[config.mk]
export PLATFORM = sky130hd
export DESIGN_NAME = spi_master_ctrl_flat
export DESIGN_NICKNAME = d
export VERILOG_FILES = /design/src/rtl/spi_master_ctrl_if.sv /design/src/rtl/spi_master_ctrl.sv /design/src/flat_wrapper.sv
export SDC_FILE = /design/constraint.sdc
export NUM_CORES = 1
export LEC_CHECK = 0
export ABC_CLOCK_PERIOD_IN_PS = 3700
export CORE_ASPECT_RATIO = 0.7
export CORE_MARGIN = 1
export CORE_UTILIZATION = 35
export CTS_CLUSTER_SIZE = 8
export DETAILED_ROUTE_END_ITERATION = 6
export HOLD_SLACK_MARGIN = 0.08
export PLACE_DENSITY = 0.64
export SLEW_MARGIN = 20
export SYNTH_ARGS = -nofsm -noshare
export SYNTH_HDL_FRONTEND = slang
export SYNTH_SLANG_ARGS = --single-unit
[constraint.sdc]
create_clock -name SCLK -period 3.7 [get_ports SCLK]
set_clock_uncertainty 0.05 [all_clocks]
set_input_delay 0.74 -clock SCLK [delete_from_list [all_inputs] [get_ports SCLK]]
set_output_delay 0.74 -clock SCLK [all_outputs]
set_load 0.02 [all_outputs]
[src/rtl/spi_master_ctrl_if.sv]
// Request/response bundle between the AHB-Lite bridge and spi_master_ctrl.
// The bridge uses the master modport; the SPI controller uses the slave modport.
interface spi_master_ctrl_if;
  logic        req_valid;
  logic        req_ready;
  logic        req_write;
  logic [7:0]  req_addr;
  logic [31:0] req_wdata;
  logic [31:0] rd_data;
  logic        rd_valid;
  logic        txn_done;
  logic        busy;

  modport master (
    output req_valid,
    output req_write,
    output req_addr,
    output req_wdata,
    input  req_ready,
    input  rd_data,
    input  rd_valid,
    input  txn_done,
    input  busy
  );

  modport slave (
    input  req_valid,
    input  req_write,
    input  req_addr,
    input  req_wdata,
    output req_ready,
    output rd_data,
    output rd_valid,
    output txn_done,
    output busy
  );
endinterface

[src/rtl/spi_master_ctrl.sv]
// SPI master: serialises {wr, addr, wdata} MSB first and, for reads, clocks in 32 bits.
// Optional feature macro SPI_LOOPBACK_EN: sample mosi instead of miso and replay wdata in RDATA.
module spi_master_ctrl #(
  parameter int CLK_DIV      = 4,
  parameter int CS_SETUP_CYC = 2,
  parameter int TURN_CYC     = 4,
  parameter int CS_HOLD_CYC  = 2
) (
  input  logic             SCLK,
  input  logic             SRESETn,
  spi_master_ctrl_if.slave bus,
  output logic             spi_clk,
  output logic             cs,
  output logic             mosi,
  input  logic             miso
);

  localparam int MAX_AB  = (CLK_DIV > TURN_CYC) ? CLK_DIV : TURN_CYC;
  localparam int MAX_CS  = (CS_SETUP_CYC > CS_HOLD_CYC) ? CS_SETUP_CYC : CS_HOLD_CYC;
  localparam int MAX_CNT = (MAX_AB > MAX_CS) ? MAX_AB : MAX_CS;
  localparam int CNT_W   = (MAX_CNT > 1) ? $clog2(MAX_CNT) : 1;

  localparam logic [CNT_W-1:0] CNT_ZERO   = CNT_W'(0);
  localparam logic [CNT_W-1:0] CNT_ONE    = CNT_W'(1);
  localparam logic [CNT_W-1:0] DIV_LAST   = CNT_W'(CLK_DIV - 1);
  localparam logic [CNT_W-1:0] HALF_LAST  = CNT_W'(CLK_DIV / 2 - 1);
  localparam logic [CNT_W-1:0] SETUP_LAST = CNT_W'(CS_SETUP_CYC - 1);
  localparam logic [CNT_W-1:0] TURN_LAST  = CNT_W'(TURN_CYC - 1);
  localparam logic [CNT_W-1:0] HOLD_LAST  = CNT_W'(CS_HOLD_CYC - 1);

  typedef enum logic [2:0] {
    ST_IDLE     = 3'd0,
    ST_CS_SETUP = 3'd1,
    ST_CMD      = 3'd2,
    ST_TURN     = 3'd3,
    ST_RDATA    = 3'd4,
    ST_CS_HOLD  = 3'd5,
    ST_DONE     = 3'd6
  } state_t;

  state_t            state_r;
  logic [CNT_W-1:0]  cyc_r;
  logic [5:0]        bit_r;
  logic [40:0]       shreg_r;
  logic [31:0]       rx_r;
  logic              is_read_r;
  logic              sample_s;

`ifdef SPI_LOOPBACK_EN
  logic [31:0]       lb_r;
  assign sample_s = mosi;
`else
  assign sample_s = miso;
`endif

  // Transaction sequencer; all pin and handshake outputs are registered here.
  always_ff @(posedge SCLK or negedge SRESETn) begin
    if (!SRESETn) begin
      state_r       <= ST_IDLE;
      cs            <= 1'b1;
      spi_clk       <= 1'b0;
      mosi          <= 1'b0;
      bus.req_ready <= 1'b1;
      bus.busy      <= 1'b0;
      bus.txn_done  <= 1'b0;
      bus.rd_valid  <= 1'b0;
      bus.rd_data   <= 32'h0000_0000;
      cyc_r         <= CNT_ZERO;
      bit_r         <= 6'd0;
      shreg_r       <= 41'h0;
      rx_r          <= 32'h0000_0000;
      is_read_r     <= 1'b0;
`ifdef SPI_LOOPBACK_EN
      lb_r          <= 32'h0000_0000;
`endif
    end else begin
      bus.txn_done <= 1'b0;
      bus.rd_valid <= 1'b0;
      case (state_r)
        ST_IDLE: begin
          if (bus.req_valid && bus.req_ready) begin
            state_r       <= ST_CS_SETUP;
            cs            <= 1'b0;
            bus.busy      <= 1'b1;
            bus.req_ready <= 1'b0;
            cyc_r         <= CNT_ZERO;
            shreg_r       <= {bus.req_write, bus.req_addr, bus.req_wdata};
            is_read_r     <= ~bus.req_write;
`ifdef SPI_LOOPBACK_EN
            lb_r          <= bus.req_wdata;
`endif
          end
        end

        ST_CS_SETUP: begin
          if (cyc_r == SETUP_LAST) begin
            state_r <= ST_CMD;
            cyc_r   <= CNT_ZERO;
            bit_r   <= 6'd41;
            mosi    <= shreg_r[40];
            shreg_r <= {shreg_r[39:0], 1'b0};
          end else begin
            cyc_r <= cyc_r + CNT_ONE;
          end
        end

        // Each bit period: mosi set on cycle 0, spi_clk high for the second half.
        ST_CMD: begin
          if (cyc_r == DIV_LAST) begin
            cyc_r   <= CNT_ZERO;
            spi_clk <= 1'b0;
            if (bit_r == 6'd1) begin
              bit_r   <= 6'd0;
              mosi    <= 1'b0;
              state_r <= is_read_r ? ST_TURN : ST_CS_HOLD;
            end else begin
              bit_r   <= bit_r - 6'd1;
              mosi    <= shreg_r[40];
              shreg_r <= {shreg_r[39:0], 1'b0};
            end
          end else begin
            cyc_r <= cyc_r + CNT_ONE;
            if (cyc_r == HALF_LAST) begin
              spi_clk <= 1'b1;
            end
          end
        end

        ST_TURN: begin
          if (cyc_r == TURN_LAST) begin
            state_r <= ST_RDATA;
            cyc_r   <= CNT_ZERO;
            bit_r   <= 6'd32;
`ifdef SPI_LOOPBACK_EN
            mosi    <= lb_r[31];
            lb_r    <= {lb_r[30:0], 1'b0};
`else
            mosi    <= 1'b0;
`endif
          end else begin
            cyc_r <= cyc_r + CNT_ONE;
          end
        end

        // miso is captured on the same edge that raises spi_clk.
        ST_RDATA: begin
          if (cyc_r == DIV_LAST) begin
            cyc_r   <= CNT_ZERO;
            spi_clk <= 1'b0;
            if (bit_r == 6'd1) begin
              bit_r   <= 6'd0;
              mosi    <= 1'b0;
              state_r <= ST_CS_HOLD;
            end else begin
              bit_r <= bit_r - 6'd1;
`ifdef SPI_LOOPBACK_EN
              mosi  <= lb_r[31];
              lb_r  <= {lb_r[30:0], 1'b0};
`else
              mosi  <= 1'b0;
`endif
            end
          end else begin
            cyc_r <= cyc_r + CNT_ONE;
            if (cyc_r == HALF_LAST) begin
              spi_clk <= 1'b1;
              rx_r    <= {rx_r[30:0], sample_s};
            end
          end
        end

        ST_CS_HOLD: begin
          if (cyc_r == HOLD_LAST) begin
            state_r      <= ST_DONE;
            cyc_r        <= CNT_ZERO;
            cs           <= 1'b1;
            bus.txn_done <= 1'b1;
            if (is_read_r) begin
              bus.rd_data  <= rx_r;
              bus.rd_valid <= 1'b1;
            end
          end else begin
            cyc_r <= cyc_r + CNT_ONE;
          end
        end

        ST_DONE: begin
          state_r       <= ST_IDLE;
          cs            <= 1'b1;
          bus.busy      <= 1'b0;
          bus.req_ready <= 1'b1;
        end

        default: begin
          state_r       <= ST_IDLE;
          cs            <= 1'b1;
          spi_clk       <= 1'b0;
          mosi          <= 1'b0;
          bus.busy      <= 1'b0;
          bus.req_ready <= 1'b1;
          cyc_r         <= CNT_ZERO;
          bit_r         <= 6'd0;
        end
      endcase
    end
  end

endmodule

[src/flat_wrapper.sv]
// flat-port wrapper written by rule: the top's interface ports become plain ports
module spi_master_ctrl_flat 
#(
  parameter int CLK_DIV      = 4,
  parameter int CS_SETUP_CYC = 2,
  parameter int TURN_CYC     = 4,
  parameter int CS_HOLD_CYC  = 2
)
  (SCLK, SRESETn, spi_clk, cs, mosi, miso, bus_req_valid, bus_req_write, bus_req_addr, bus_req_wdata, bus_req_ready, bus_rd_data, bus_rd_valid, bus_txn_done, bus_busy);
  spi_master_ctrl_if bus_i ();
  input  logic SCLK;
  input  logic SRESETn;
  output logic spi_clk;
  output logic cs;
  output logic mosi;
  input  logic miso;
  input wire logic [$bits(bus_i.req_valid)-1:0] bus_req_valid;
  input wire logic [$bits(bus_i.req_write)-1:0] bus_req_write;
  input wire logic [$bits(bus_i.req_addr)-1:0] bus_req_addr;
  input wire logic [$bits(bus_i.req_wdata)-1:0] bus_req_wdata;
  output wire logic [$bits(bus_i.req_ready)-1:0] bus_req_ready;
  output wire logic [$bits(bus_i.rd_data)-1:0] bus_rd_data;
  output wire logic [$bits(bus_i.rd_valid)-1:0] bus_rd_valid;
  output wire logic [$bits(bus_i.txn_done)-1:0] bus_txn_done;
  output wire logic [$bits(bus_i.busy)-1:0] bus_busy;
  assign bus_i.req_valid = bus_req_valid;
  assign bus_i.req_write = bus_req_write;
  assign bus_i.req_addr = bus_req_addr;
  assign bus_i.req_wdata = bus_req_wdata;
  assign bus_req_ready = bus_i.req_ready;
  assign bus_rd_data = bus_i.rd_data;
  assign bus_rd_valid = bus_i.rd_valid;
  assign bus_txn_done = bus_i.txn_done;
  assign bus_busy = bus_i.busy;
  spi_master_ctrl #(.CLK_DIV(CLK_DIV), .CS_SETUP_CYC(CS_SETUP_CYC), .TURN_CYC(TURN_CYC), .CS_HOLD_CYC(CS_HOLD_CYC)) u_core (.SCLK(SCLK), .SRESETn(SRESETn), .bus(bus_i), .spi_clk(spi_clk), .cs(cs), .mosi(mosi), .miso(miso));
endmodule
# Yosys cells after proc, flatten, opt, wreduce, memory -nomap -nowiden
# Cells that the tools add are included.
# op_classes
magnitude_cmp	0
n_addsub	2
eq_ne	21
mux	42
div_mod_pow	0
n_bitwise	7
n_mul	0
n_shift	0
n_reduce_logical	22
# op_table
op	count
two-way mux 41 bit	4
one-hot mux 41 bit (3 select lines)	1
two-way mux 3 bit	9
two-way mux 6 bit	4
one-hot mux 6 bit (4 select lines)	1
inequality test 2 x 1 -> 1 bit (second input constant)	10
one-hot mux 3 bit (6 select lines)	1
two-way mux 1 bit	13
OR reduction 5 bit	2
== test 3 bit (second input constant)	3
AND reduction 3 bit	3
one-hot mux 2 bit (4 select lines)	1
AND reduction 2 bit	4
AND reduction 4 bit	2
AND reduction 8 bit	1
inverter 1 bit	7
== test 3 x 2 -> 1 bit (second input constant)	2
== test 6 x 1 -> 1 bit (second input constant)	1
two-way mux 2 bit	3
one-hot mux 1 bit (2 select lines)	3
OR reduction 2 bit	3
OR reduction 3 bit	2
subtractor 6 x 1 -> 6 bit (second input constant)	1
AND reduction 5 bit	1
12 further kinds	12
# totals
input_bits	45
n_memories	0
ramBits	0
latch_bits	0
register_bits	124
wordCells	108
rom_bits	0

# Longest topological paths before layout
# logic_depth
depth_word	4
depth_mapped	7
ltp_nobuf	6

# Worst setup path after synthesis
# No wires, ideal clock.
# synth_path
path_kind	flip-flop to flip-flop
startpoint	register u_core.bit_r[1]
endpoint	register u_core.shreg_r[10]
setup_time_ps	125
setup_slack_ps	1672
t_arrival_ps	1853
path_buffers	1
t_required_ps	3525
stages_incl_launch_ff	8
path_cell_list	dfrtp_1 > inv_1 > ha_1 > or2b_1 > o21ai_2 > a311oi_4 > buf_6 > mux2_4
# synth_between
elab_chain_len	3
# synth_lines
element	line	text
from (decl)	spi_master_ctrl.sv:43	logic [5:0] bit_r;
from (signal assigned)	spi_master_ctrl.sv:117	bit_r <= bit_r - 6'd1;
from (signal assigned)	spi_master_ctrl.sv:155	bit_r <= bit_r - 6'd1;
== test 6 x 1 -> 1 bit	spi_master_ctrl.sv:112	if (bit_r == 6'd1) begin
inequality test 2 bit (no source line)	n/a	
AND reduction 5 bit (no source line)	n/a	
to (signal assigned)	spi_master_ctrl.sv:87	shreg_r <= {bus.req_write, bus.req_addr, bus.req_wdata};
to (signal assigned)	spi_master_ctrl.sv:101	shreg_r <= {shreg_r[39:0], 1'b0};
to (signal assigned)	spi_master_ctrl.sv:119	shreg_r <= {shreg_r[39:0], 1'b0};
to (decl)	spi_master_ctrl.sv:44	logic [40:0] shreg_r;
# No other way between the ends.
# A chain may end at the register's enable or synchronous reset.

# Worst setup path after layout
# layout_path
startpoint	register u_core.state_r[1]
endpoint	register u_core.shreg_r[12]
# layout_between
elab_chain_len	3
word_cells_on_any_way	10
classes_between	eq/ne (6); mux (1); reduce/logical (3)
# layout_lines
element	line	text
from (decl)	spi_master_ctrl.sv:41	state_t state_r;
from (signal assigned)	spi_master_ctrl.sv:115	state_r <= is_read_r ? ST_TURN : ST_CS_HOLD;
== test 3 x 2 -> 1 bit (tied with other cells)	spi_master_ctrl.sv:79	case (state_r)
inequality test 2 bit (no source line) (tied with other cells)	n/a	
AND reduction 5 bit (no source line)	n/a	
# Several ways; a longest one is shown, not always the timed one.

==> metrics.txt <==
number of cells produced by synthesis 416; final-report hold violation count 0; count of placed standard cells in the final layout, fillers left out 737; Worst Reg2Reg Path Length in Cells 5; clock tree from TritonCTS done; starting density of the core 35.9%; ratio of total power to cell area 440 nW/µm²; total standard cell area after synthesis 5870 µm²; Post-synth ARST share 100%; Final Routed Wirelength 11700 µm; number of warnings issued by yosys 0; routed length per placed instance 15.8 µm; unrepaired setup endpoints after global routing false; Net Count, Synth 469; via count of the first global-routing pass 3716; total die area 17300 µm²; total leakage power 3.54 nW; # clock sinks 124; vias after detailed routing 3541; area delta synth->final 28.6%; dominant combinational cell family by area after synthesis multiplexers; number of buffers created by CTS 17; Post-layout nets 554; dominant cells by area after synthesis dfrtp_1 52%, mux2_2 20%, mux2_4 10%; H-tree levels 4; period utilization 70.8%; commonest register cell after synthesis dfrtp_1; CTS Hold Buffers Added 0; fraction of layout instances using a drive strength above 1 37.9%; Final Cell Area 7550 µm²; Std-Cell Rows 39; global-route congestion overflow total 0; first-iteration detailed-routing DRC count 128; placement-stage worst setup slack 1020 ps; Clock Path Buffers 2; width of the die 157 µm; result of the run completed; unique cell type count in the Yosys netlist 51; first-pass detailed-route iteration total 5; share of the synthesized area in compound gates (AO/OA/AOI/OAI) 5.14%; Post-synth EDFFs 0; data required time of the critical path 3940 ps; number of setup buffers added after CTS 0; total power draw 3.32 mW; Hold/Removal Path Class input pin to async pin; antenna-violating nets left 0; fin worst setup slack 1080 ps; Critical Setup Path Class flip-flop to flip-flop; most common library cell in the layout ignoring fill and taps dfrtp_1; adder-cell share of the synthesized area 1.71%; multiplexer share of the synthesized area 31.2%; standard cell area after detailed placement 6910 µm²; Setup TNS Final 0 ps; GRT Resource Usage Total 14.6%; worst-path cell chain nor2b_2, o21a_2, buf_4, mux2_2, mux2_4; Max Freq 381 MHz; placed wire-length estimate after detailed placement 7180 µm; tightest slew margin relative to the limit 41.3%; residual DRC count 0; first-pass GRT wire length 19200 µm; CTS resizes 0; overall die height 110 µm; synthesized flop and latch total 124; worst ir drop on vdd 0.000284 V; antenna violations before repair 0; startpoint types flip-flop; Worst setup EP type flip-flop; parity-gate share of the synthesized area counting xor and xnor cells 0.149%; simple-gate portion of the synthesized area 5.52%; slowest cell on the critical path dfrtp_1; Avg Inst Size Synth 14.1 µm²; actual slew at the worst max-slew pin 874 ps; global placer's final weighted congestion 0.790; data arrival time of the critical path 2860 ps; antenna diode count 0; time the final worst path needs with I/O delays and setup 2620 ps; fraction of synthesized cell area taken by the top area cell type 52.0%; pin count of the biggest net entering global routing 125; number of placed instances, taps included 707; Via density 4.80; clock slew at reported path FFs 60 ps; clock latency reported for the late side of the worst-skew pair 410 ps; io pins 84; Maximum Capacitance Violations 0; layout filler cell count 1438; commonest non-fill, non-tap cells in the layout 122 x dfrtp_1, 105 x mux2_2, 82 x clkdlybuf4s50_1; number of setup violations in the final report 0; proportion of synthesized chip area in sequential cells 52.9%; root buffer cell clkbuf_16; max-slew violation total from the final report 0; delay of the slowest critical-path stage 840 ps; critical-path maximum fanout 41; area of the core 16300 µm²; cell taking the most area after synthesis dfrtp_1; number of buffers added on ports 83
[power by group]
part           total (mW)  leakage, nW  internal [mW]  switching (mW)
Sequential           1.38         1.61           1.37         0.00926
Combinational       0.119         1.62         0.0746          0.0442
Clock                1.82        0.307           1.20           0.621
[worst max-delay path: cells and delay by family, from the launching register on]
family / cells / cell delay, ps
DFF: 1 / 840
muxes: 2 / 670
buffers and inverters: 1 / 440
and+or+nand+nor: 1 / 330
AOI/OAI and AO/OA: 1 / 130
[registers in the layout (all words and copies together) (netlist names)]
signal and count:
u_core.bit_r 6, u_core.mosi 1, u_core.bus.req_ready 1, u_core.is_read_r 1, u_core.bus.rd_valid 1, u_core.bus.txn_done 1, u_core.cs 1, u_core.shreg_r 41
u_core.spi_clk 1, u_core.bus.busy 1, u_core.rx_r 32, u_core.state_r 3, u_core.cyc_r 2, u_core.bus.rd_data 32
[Yosys cell counts (8+ instances only)]
cell	number
inv_1	11
a21oi_1	8
nand2_1	15
mux2_2	105
dfrtp_1	122
ha_1	8
buf_6	8
nor2_1	9
o21ai_0	12
buf_2	9
mux2_4	39
[layout make-up]
cell class / count / area [µm²] / share of cell area [%]
well taps: 225 / 282 / 3.73
clock buffers: 17 / 425 / 5.64
flip-flops and latches: 124 / 3110 / 41.2
multi-input cells: 258 / 2580 / 34.2
clock inverters: 13 / 214 / 2.84
inverters: 11 / 41.3 / 0.547
repair buffers: 89 / 898 / 11.9
[routing by layer]
metal  global-route usage, %  routed length (µm)
met1                    20.3                5950
met2                    20.5                4890
met3                    5.16                 720
met4                    6.02                 100
met5                       0                   0
[kinds of logic after synthesis]
kind of cell / count (synthesis)
buf+inv: 34
compound gates: 43
fa+ha+maj: 8
flops: 124
mux: 150
xor+xnor: 1
simple gates: 56
[path summary, 6_finish.rpt]
check / slack, ps / from / end
hold / removal: 340 / SRESETn / u_core.shreg_r[0]
setup / recovery: 1080 / u_core.state_r[1] / u_core.shreg_r[12]
max in group asynchronous: 2710 / SRESETn / u_core.bus.rd_data[11]
setup reg to reg: 1080 / u_core.state_r[1] / u_core.shreg_r[12]
hold reg to reg: 450 / u_core.bus.req_ready / u_core.bus.req_ready
min in group SCLK: 450 / u_core.bus.req_ready / u_core.bus.req_ready
[per-stage QoR]
stage                     utilization (%)  hold WS (ps)
after global placement               42.3           433
after global routing                 46.2           403
after CTS                            46.2           408
final                                46.2           343
after floorplan                         -           394
after detailed placement             42.3           437
No activity file was read; power rests on OpenSTA's default activity.
